`config.mk`:
```
export PLATFORM = sky130hd
export DESIGN_NAME = axis_fir_mac_filter
export DESIGN_NICKNAME = d
export VERILOG_FILES = /design/src/rtl/axis_fir_mac_filter.sv
export SDC_FILE = /design/constraint.sdc
export NUM_CORES = 2
export LEC_CHECK = 0
export CAP_MARGIN = 10
export CORE_ASPECT_RATIO = 0.5
export CORE_UTILIZATION = 58
export DETAILED_ROUTE_END_ITERATION = 8
export PLACE_DENSITY = 0.76
export SYNTH_ARGS = -nofsm -noshare
export SYNTH_HDL_FRONTEND = slang
export SYNTH_SLANG_ARGS = --single-unit
```
`constraint.sdc`:
```
create_clock -name aclk -period 11.6 [get_ports aclk]
set_input_delay 3.48 -clock aclk [delete_from_list [all_inputs] [get_ports aclk]]
set_output_delay 3.48 -clock aclk [all_outputs]
set_load 0.01 [all_outputs]
```
`src/rtl/axis_fir_mac_filter.sv`:
```
// rtl/axis_fir_mac_filter.sv - time-multiplexed AXI-Stream FIR filter with one signed MAC
//
// Purpose: filters a signed sample stream with NTAPS run-time reloadable coefficients.
//   It iterates one multiplier-accumulator over the taps for each sample.
//   The result is rounded half-up and saturated to DATA_W.
// Ports:
//   aclk, areset                      clock, synchronous active-high reset
//   s_axis_data_tvalid/tdata/tready   input samples (signed DATA_W)
//   m_axis_data_tvalid/tdata/tready   filtered output samples (signed DATA_W)
//   s_axis_cfg_tvalid/tdata/tlast/tready
//                                     coefficient load, index order 0..NTAPS-1,
//                                     tlast rewinds the write pointer
module axis_fir_mac_filter #(
  parameter int DATA_W    = 16,
  parameter int COEF_W    = 16,
  parameter int NTAPS     = 18,
  parameter int OUT_SHIFT = 15
) (
  input  logic                     aclk,
  input  logic                     areset,
  input  logic                     s_axis_data_tvalid,
  input  logic signed [DATA_W-1:0] s_axis_data_tdata,
  output logic                     s_axis_data_tready,
  output logic                     m_axis_data_tvalid,
  output logic signed [DATA_W-1:0] m_axis_data_tdata,
  input  logic                     m_axis_data_tready,
  input  logic                     s_axis_cfg_tvalid,
  input  logic signed [COEF_W-1:0] s_axis_cfg_tdata,
  input  logic                     s_axis_cfg_tlast,
  output logic                     s_axis_cfg_tready
);

  localparam int ACC_W  = DATA_W + COEF_W + $clog2(NTAPS);
  // Coefficients are held one bit wider than COEF_W.
  // This keeps the passthrough value 1<<OUT_SHIFT exact even when OUT_SHIFT = COEF_W-1.
  // Loaded words are sign-extended into this width.
  localparam int CW     = COEF_W + 1;
  localparam int PROD_W = DATA_W + CW;
  localparam int IDX_W  = $clog2(NTAPS);

  localparam logic [IDX_W-1:0]      LAST_IDX  = IDX_W'(NTAPS - 1);
  localparam logic signed [CW-1:0]  PASS_COEF = {{(CW-1){1'b0}}, 1'b1} << OUT_SHIFT;
  localparam logic signed [ACC_W:0] HALF      = {{ACC_W{1'b0}}, 1'b1} << (OUT_SHIFT - 1);
  localparam logic signed [ACC_W:0] SAT_MAX   = {{(ACC_W-DATA_W+2){1'b0}}, {(DATA_W-1){1'b1}}};
  localparam logic signed [ACC_W:0] SAT_MIN   = {{(ACC_W-DATA_W+2){1'b1}}, {(DATA_W-1){1'b0}}};

  typedef enum logic [1:0] {IDLE, MAC, OUT} state_t;

  state_t                   state;
  logic signed [DATA_W-1:0] taps  [NTAPS];
  logic signed [CW-1:0]     coefs [NTAPS];
  logic signed [ACC_W-1:0]  acc;
  logic [IDX_W-1:0]         idx;
  logic [IDX_W-1:0]         wptr;

  logic signed [PROD_W-1:0] prod;
  logic signed [ACC_W-1:0]  acc_next;
  logic signed [ACC_W:0]    biased;
  logic signed [ACC_W:0]    rounded;
  logic signed [DATA_W-1:0] sat_out;

  // Config wins over data in IDLE, so a coefficient update lands before the next sample.
  assign s_axis_cfg_tready  = (state == IDLE);
  assign s_axis_data_tready = (state == IDLE) && !s_axis_cfg_tvalid;

  // One extra accumulator bit for the rounding bias.
  // An accumulator near its limit then cannot wrap before the shift.
  always_comb begin
    prod     = PROD_W'(coefs[idx]) * PROD_W'(taps[idx]);
    acc_next = acc + ACC_W'(prod);
    biased   = (ACC_W+1)'(acc_next) + HALF;
    rounded  = biased >>> OUT_SHIFT;
    if (rounded > SAT_MAX)
      sat_out = {1'b0, {(DATA_W-1){1'b1}}};
    else if (rounded < SAT_MIN)
      sat_out = {1'b1, {(DATA_W-1){1'b0}}};
    else
      sat_out = rounded[DATA_W-1:0];
  end

  always_ff @(posedge aclk) begin
    if (areset) begin
      state              <= IDLE;
      acc                <= '0;
      idx                <= '0;
      wptr               <= '0;
      m_axis_data_tvalid <= 1'b0;
      m_axis_data_tdata  <= '0;
      for (int i = 0; i < NTAPS; i++) begin
        taps[i]  <= '0;
        coefs[i] <= '0;
      end
      coefs[0] <= PASS_COEF;
    end else begin
      case (state)
        IDLE: begin
          if (s_axis_cfg_tvalid) begin
            coefs[wptr] <= CW'(s_axis_cfg_tdata);
            wptr        <= (s_axis_cfg_tlast || wptr == LAST_IDX) ? '0 : wptr + IDX_W'(1);
          end else if (s_axis_data_tvalid) begin
            taps[0] <= s_axis_data_tdata;
            for (int i = 1; i < NTAPS; i++)
              taps[i] <= taps[i-1];
            acc   <= '0;
            idx   <= '0;
            state <= MAC;
          end
        end
        MAC: begin
          acc <= acc_next;
          idx <= idx + IDX_W'(1);
          // The final product is folded in combinationally.
          // The output register is then loaded in the same cycle as the last MAC step.
          if (idx == LAST_IDX) begin
            idx                <= '0;
            m_axis_data_tvalid <= 1'b1;
            m_axis_data_tdata  <= sat_out;
            state              <= OUT;
          end
        end
        OUT: begin
          if (m_axis_data_tready) begin
            m_axis_data_tvalid <= 1'b0;
            m_axis_data_tdata  <= '0;
            state              <= IDLE;
          end
        end
        default: state <= IDLE;
      endcase
    end
  end

endmodule

```
==> impl_table.tex <==
\begin{tabular}{lr}
\hline
Metric & Value \\
\hline
\multicolumn{2}{l}{\textbf{Setup path}} \\
\quad Slowest stage cell, crit path & sky130\_fd\_sc\_hd\_\_a21oi\_1 \\
\quad Register-to-register path setup slack & 820 ps \\
\quad Most common cell type on the critical path & sky130\_fd\_sc\_hd\_\_fa\_1 \\
\quad Element type at the critical path start & flop \\
\quad Capture instance of the worst register-to-register path & m\_axis\_data\_tdata[0]\$\_SDFFE\_PP0P\_ \\
\quad Critical path start-end classification & flop to flop \\
\quad Largest stage delay, worst path & 800 ps \\
\quad Largest fanout on the critical path & 44 \\
\quad Endpoint arrival time on the critical path & 11320 ps \\
\quad Kind of end point of the critical path & flop \\
\quad Worst reg2reg path depth & 28 \\
\quad Data required time of the worst path & 12140 ps \\
\multicolumn{2}{l}{\textbf{Synthesis}} \\
\quad Flops \& latches, synth & 872 \\
\quad Synth Area per Inst & 13.4 um\^{}2 \\
\quad Fraction of registers with async set or reset after synthesis & 0\% \\
\quad Post-synthesis cell type count & 85 \\
\quad Fraction of synthesized cell area taken by the top area cell type & 47.5\% \\
\quad Most used standard cell by instance count after synthesis & sky130\_fd\_sc\_hd\_\_edfxtp\_1 \\
\quad Post-synth top cells & sky130\_fd\_sc\_hd\_\_edfxtp\_1, sky130\_fd\_sc\_hd\_\_nor2\_1, sky130\_fd\_sc\_hd\_\_and2\_1, sky130\_fd\_sc\_hd\_\_inv\_1, sky130\_fd\_sc\_hd\_\_fa\_1 \\
\quad Net count after synthesis & 4168 \\
\quad Gate Count Post-Synth & 3687 \\
\quad Sequential-to-total area share from yosys stat & 51.1\% \\
\quad EDFF count, synth & 784 \\
\quad Yosys top cell by area & sky130\_fd\_sc\_hd\_\_edfxtp\_1 \\
\quad Syn. warnings & 0 \\
\quad Cell types occupying the most area after synthesis & sky130\_fd\_sc\_hd\_\_edfxtp\_1, sky130\_fd\_sc\_hd\_\_fa\_1, sky130\_fd\_sc\_hd\_\_mux4\_2 \\
\quad Commonest register cell after synthesis & sky130\_fd\_sc\_hd\_\_edfxtp\_1 \\
\quad Area of the mapped netlist & 49500 um\^{}2 \\
\multicolumn{2}{l}{\textbf{Clocking}} \\
\quad Hold-fix buffers at CTS & 0 \\
\quad H-tree depth & 3 \\
\quad Count of clock tree sinks & 872 \\
\quad Number of buffers created by CTS & 77 \\
\quad Clock root buffer & sky130\_fd\_sc\_hd\_\_clkbuf\_16 \\
\quad TritonCTS clock tree & built \\
\quad Number of buffers on the longest clock path & 3 \\
\quad Register clock-pin slew on the reported worst setup and hold paths & 80 ps \\
\quad Post-CTS Setup Bufs & 0 \\
\quad \# resized after CTS & 0 \\
\quad Clk Latency, worst-skew pair & 690 ps \\
\multicolumn{2}{l}{\textbf{Power}} \\
\quad PD cells & 212 nW/um\^{}2 \\
\quad Peak supply drop & 0.000296 V \\
\quad Leakage power of the design & 21.2 nW \\
\multicolumn{2}{l}{\textbf{Finish}} \\
\quad \# nets final & 4214 \\
\quad Total inserted antenna cells & 0 \\
\quad Design area & 54400 um\^{}2 \\
\quad Area growth, synth to finish & 9.72\% \\
\quad Share of cells above drive strength 1 & 14.2\% \\
\multicolumn{2}{l}{\textbf{Floorplan}} \\
\quad Number of placed I/O pins & 57 \\
\quad DIE HEIGHT & 209 um \\
\quad Die Wd & 415 um \\
\quad Die footprint & 86700 um\^{}2 \\
\quad FP Rows & 75 \\
\quad Area inside the core boundary & 84200 um\^{}2 \\
\quad Starting Density & 58.9\% \\
\multicolumn{2}{l}{\textbf{Timing}} \\
\quad Time the final worst path needs with I/O delays and setup & 10780 ps \\
\quad Slew at the pin closest to its max-slew limit & 1260 ps \\
\quad Final-report setup violation count & 0 \\
\quad Final hold violations & 0 \\
\quad Count of final max-slew check failures & 0 \\
\quad Final worst-path cycle share & 92.9\% \\
\quad Relative slew slack & 16.1\% \\
\quad Unrepaired setup endpoints after global routing & no \\
\quad Maximum frequency from static timing analysis & 92.8 MHz \\
\quad Clock tree skew after final layout & 48.2 ps \\
\quad Accumulated negative setup slack & 0 ps \\
\multicolumn{2}{l}{\textbf{Global route}} \\
\quad Global-route wire length before repair & 184 mm \\
\quad Via count of the first global-routing pass & 31209 \\
\quad Antenna violations before repair & 0 \\
\quad Total track usage & 28.0\% \\
\quad Largest net degree at the start of global routing & 289 \\
\quad Remaining global-route overflow & 0 \\
\multicolumn{2}{l}{\textbf{Placed design}} \\
\quad Port Buffers & 56 \\
\quad Placer Congestion & 0.937 \\
\quad Placed standard-cell area & 51700 um\^{}2 \\
\quad Post-DP HPWL & 79.1 mm \\
\multicolumn{2}{l}{\textbf{Routing}} \\
\quad Post-DR wirelength/cell & 24.1 um \\
\quad First drt pass iteration count & 6 \\
\quad Per-cell via count in the routed design & 6.11 \\
\quad \# DRC & 0 \\
\quad Remaining antenna violation count after routing & 0 \\
\quad Routed vias & 30038 \\
\quad First-iteration detailed-routing DRC count & 3480 \\
\quad Routed WL & 119 mm \\
\multicolumn{2}{l}{\textbf{Hold path}} \\
\quad Hold Path Cell Cnt & 2 \\
\quad Hold crit path type & flop to flop \\
\quad Startpoint of the most critical hold path & m\_axis\_data\_tvalid\$\_SDFFE\_PP0P\_ \\
\quad WHS Endpoint & m\_axis\_data\_tvalid\$\_SDFFE\_PP0P\_ \\
\multicolumn{2}{l}{\textbf{Job}} \\
\quad Max-cap violations & 0 \\
\multicolumn{2}{l}{\textbf{Outcome}} \\
\quad Result of the run & finished, final reports clean \\
\hline
\end{tabular}
==> power by group <==
group | switching [mW] | internal, mW
combinational | 3.23 | 1.98
sequential | 0.0721 | 3.56
clock | 1.25 | 1.47
total | 4.55 | 7.01
==> metrics by stage <==
stage / cells / setup slack (ps) / utilization (%) / hold WS (ps) / power, mW
floorplan: 3687 / 671 / - / 427 / 7.36
global placement: 4768 / 992 / 61.4 / 442 / 8.73
detailed placement: 4768 / 850 / 61.4 / 461 / 8.77
CTS: 4911 / 843 / 64.5 / 472 / 11.5
global route: 4913 / 232 / 64.6 / 502 / 12.2
finish: 4913 / 824 / 64.6 / 469 / 11.6
==> layout by cell type, fill, tap and decap left out, types with 16 or more instances in the layout <==
master,count
sky130_fd_sc_hd__a21oi_1,74
sky130_fd_sc_hd__a22oi_1,38
sky130_fd_sc_hd__and2_1,369
sky130_fd_sc_hd__buf_4,102
sky130_fd_sc_hd__clkbuf_16,77
sky130_fd_sc_hd__clkdlybuf4s50_1,55
sky130_fd_sc_hd__dfxtp_1,83
sky130_fd_sc_hd__edfxtp_1,784
sky130_fd_sc_hd__fa_1,329
sky130_fd_sc_hd__ha_1,114
sky130_fd_sc_hd__inv_1,362
sky130_fd_sc_hd__mux2i_1,32
sky130_fd_sc_hd__mux4_2,238
sky130_fd_sc_hd__nand2_1,180
sky130_fd_sc_hd__nand2b_1,41
sky130_fd_sc_hd__nand3_1,25
sky130_fd_sc_hd__nand4_1,16
sky130_fd_sc_hd__nor2_1,463
sky130_fd_sc_hd__nor3_1,24
sky130_fd_sc_hd__o21ai_0,19
sky130_fd_sc_hd__xnor2_1,33
sky130_fd_sc_hd__xor2_1,16
==> how the worst max path moves through the flow <==
| stage | to | slack, ps | depth (start not counted) |
|---|---|---|---|
| finish | m_axis_data_tdata[0]$_SDFFE_PP0P_ | 820 | 28 |
| floorplan | m_axis_data_tdata[4]$_SDFFE_PP0P_ | 670 | 33 |
| global route | m_axis_data_tdata[3]$_SDFFE_PP0P_ | 230 | 28 |
| CTS | m_axis_data_tdata[3]$_SDFFE_PP0P_ | 840 | 30 |
| global placement | m_axis_data_tdata[2]$_SDFFE_PP0P_ | 990 | 28 |
| detailed placement | m_axis_data_tdata[0]$_SDFFE_PP0P_ | 850 | 30 |
==> critical path: cells and delay by family (launching register included) <==
family                     cells  cell delay (ps)
DFF                            1              380
AOI/OAI and AO/OA              7             2910
muxes                          2             1040
buffers and inverters          7             1240
xor gates and xnor gates       1              150
and+or+nand+nor                4             1750
adders and majority gates      7             3100
==> state kept, by name, indices dropped and copies added, names as in the netlist, named ones only <==
| register | flops |
|---|---|
| m_axis_data_tdata | 16 |
| idx | 5 |
| m_axis_data_tvalid | 1 |
| wptr | 5 |
| coefs | 513 |
| acc | 37 |
| state | 2 |
| taps | 288 |
==> routing by layer <==
metal / vias to the layer above / track usage, % / wire, um
li1: 12998 / - / -
met1: 15420 / 39.9 / 48600
met2: 1382 / 44.5 / 55900
met3: 238 / 5.44 / 10800
met4: 0 / 8.07 / 3260
met5: - / 0 / 0
==> logic make-up after synthesis <==
logic type / share of synthesized area (%)
compound gates: 3.94
xor+xnor: 0.866
fa+ha+maj: 16.2
buf+inv: 4.35
flops: 51.1
mux: 11.6
simple gates: 12.0
==> layout make-up <==
| cell class | instances | area (um^2) |
|---|---|---|
| Fill cell | 5926 | 29800 |
| Sequential cell | 872 | 25300 |
| Multi-Input combinational cell | 2252 | 22100 |
| Clock buffer | 96 | 2070 |
| Timing Repair Buffer | 168 | 1520 |
| Tap cell | 1116 | 1400 |
| Inverter | 362 | 1360 |
| Clock inverter | 47 | 561 |
(Power assumes the default switching activity.)
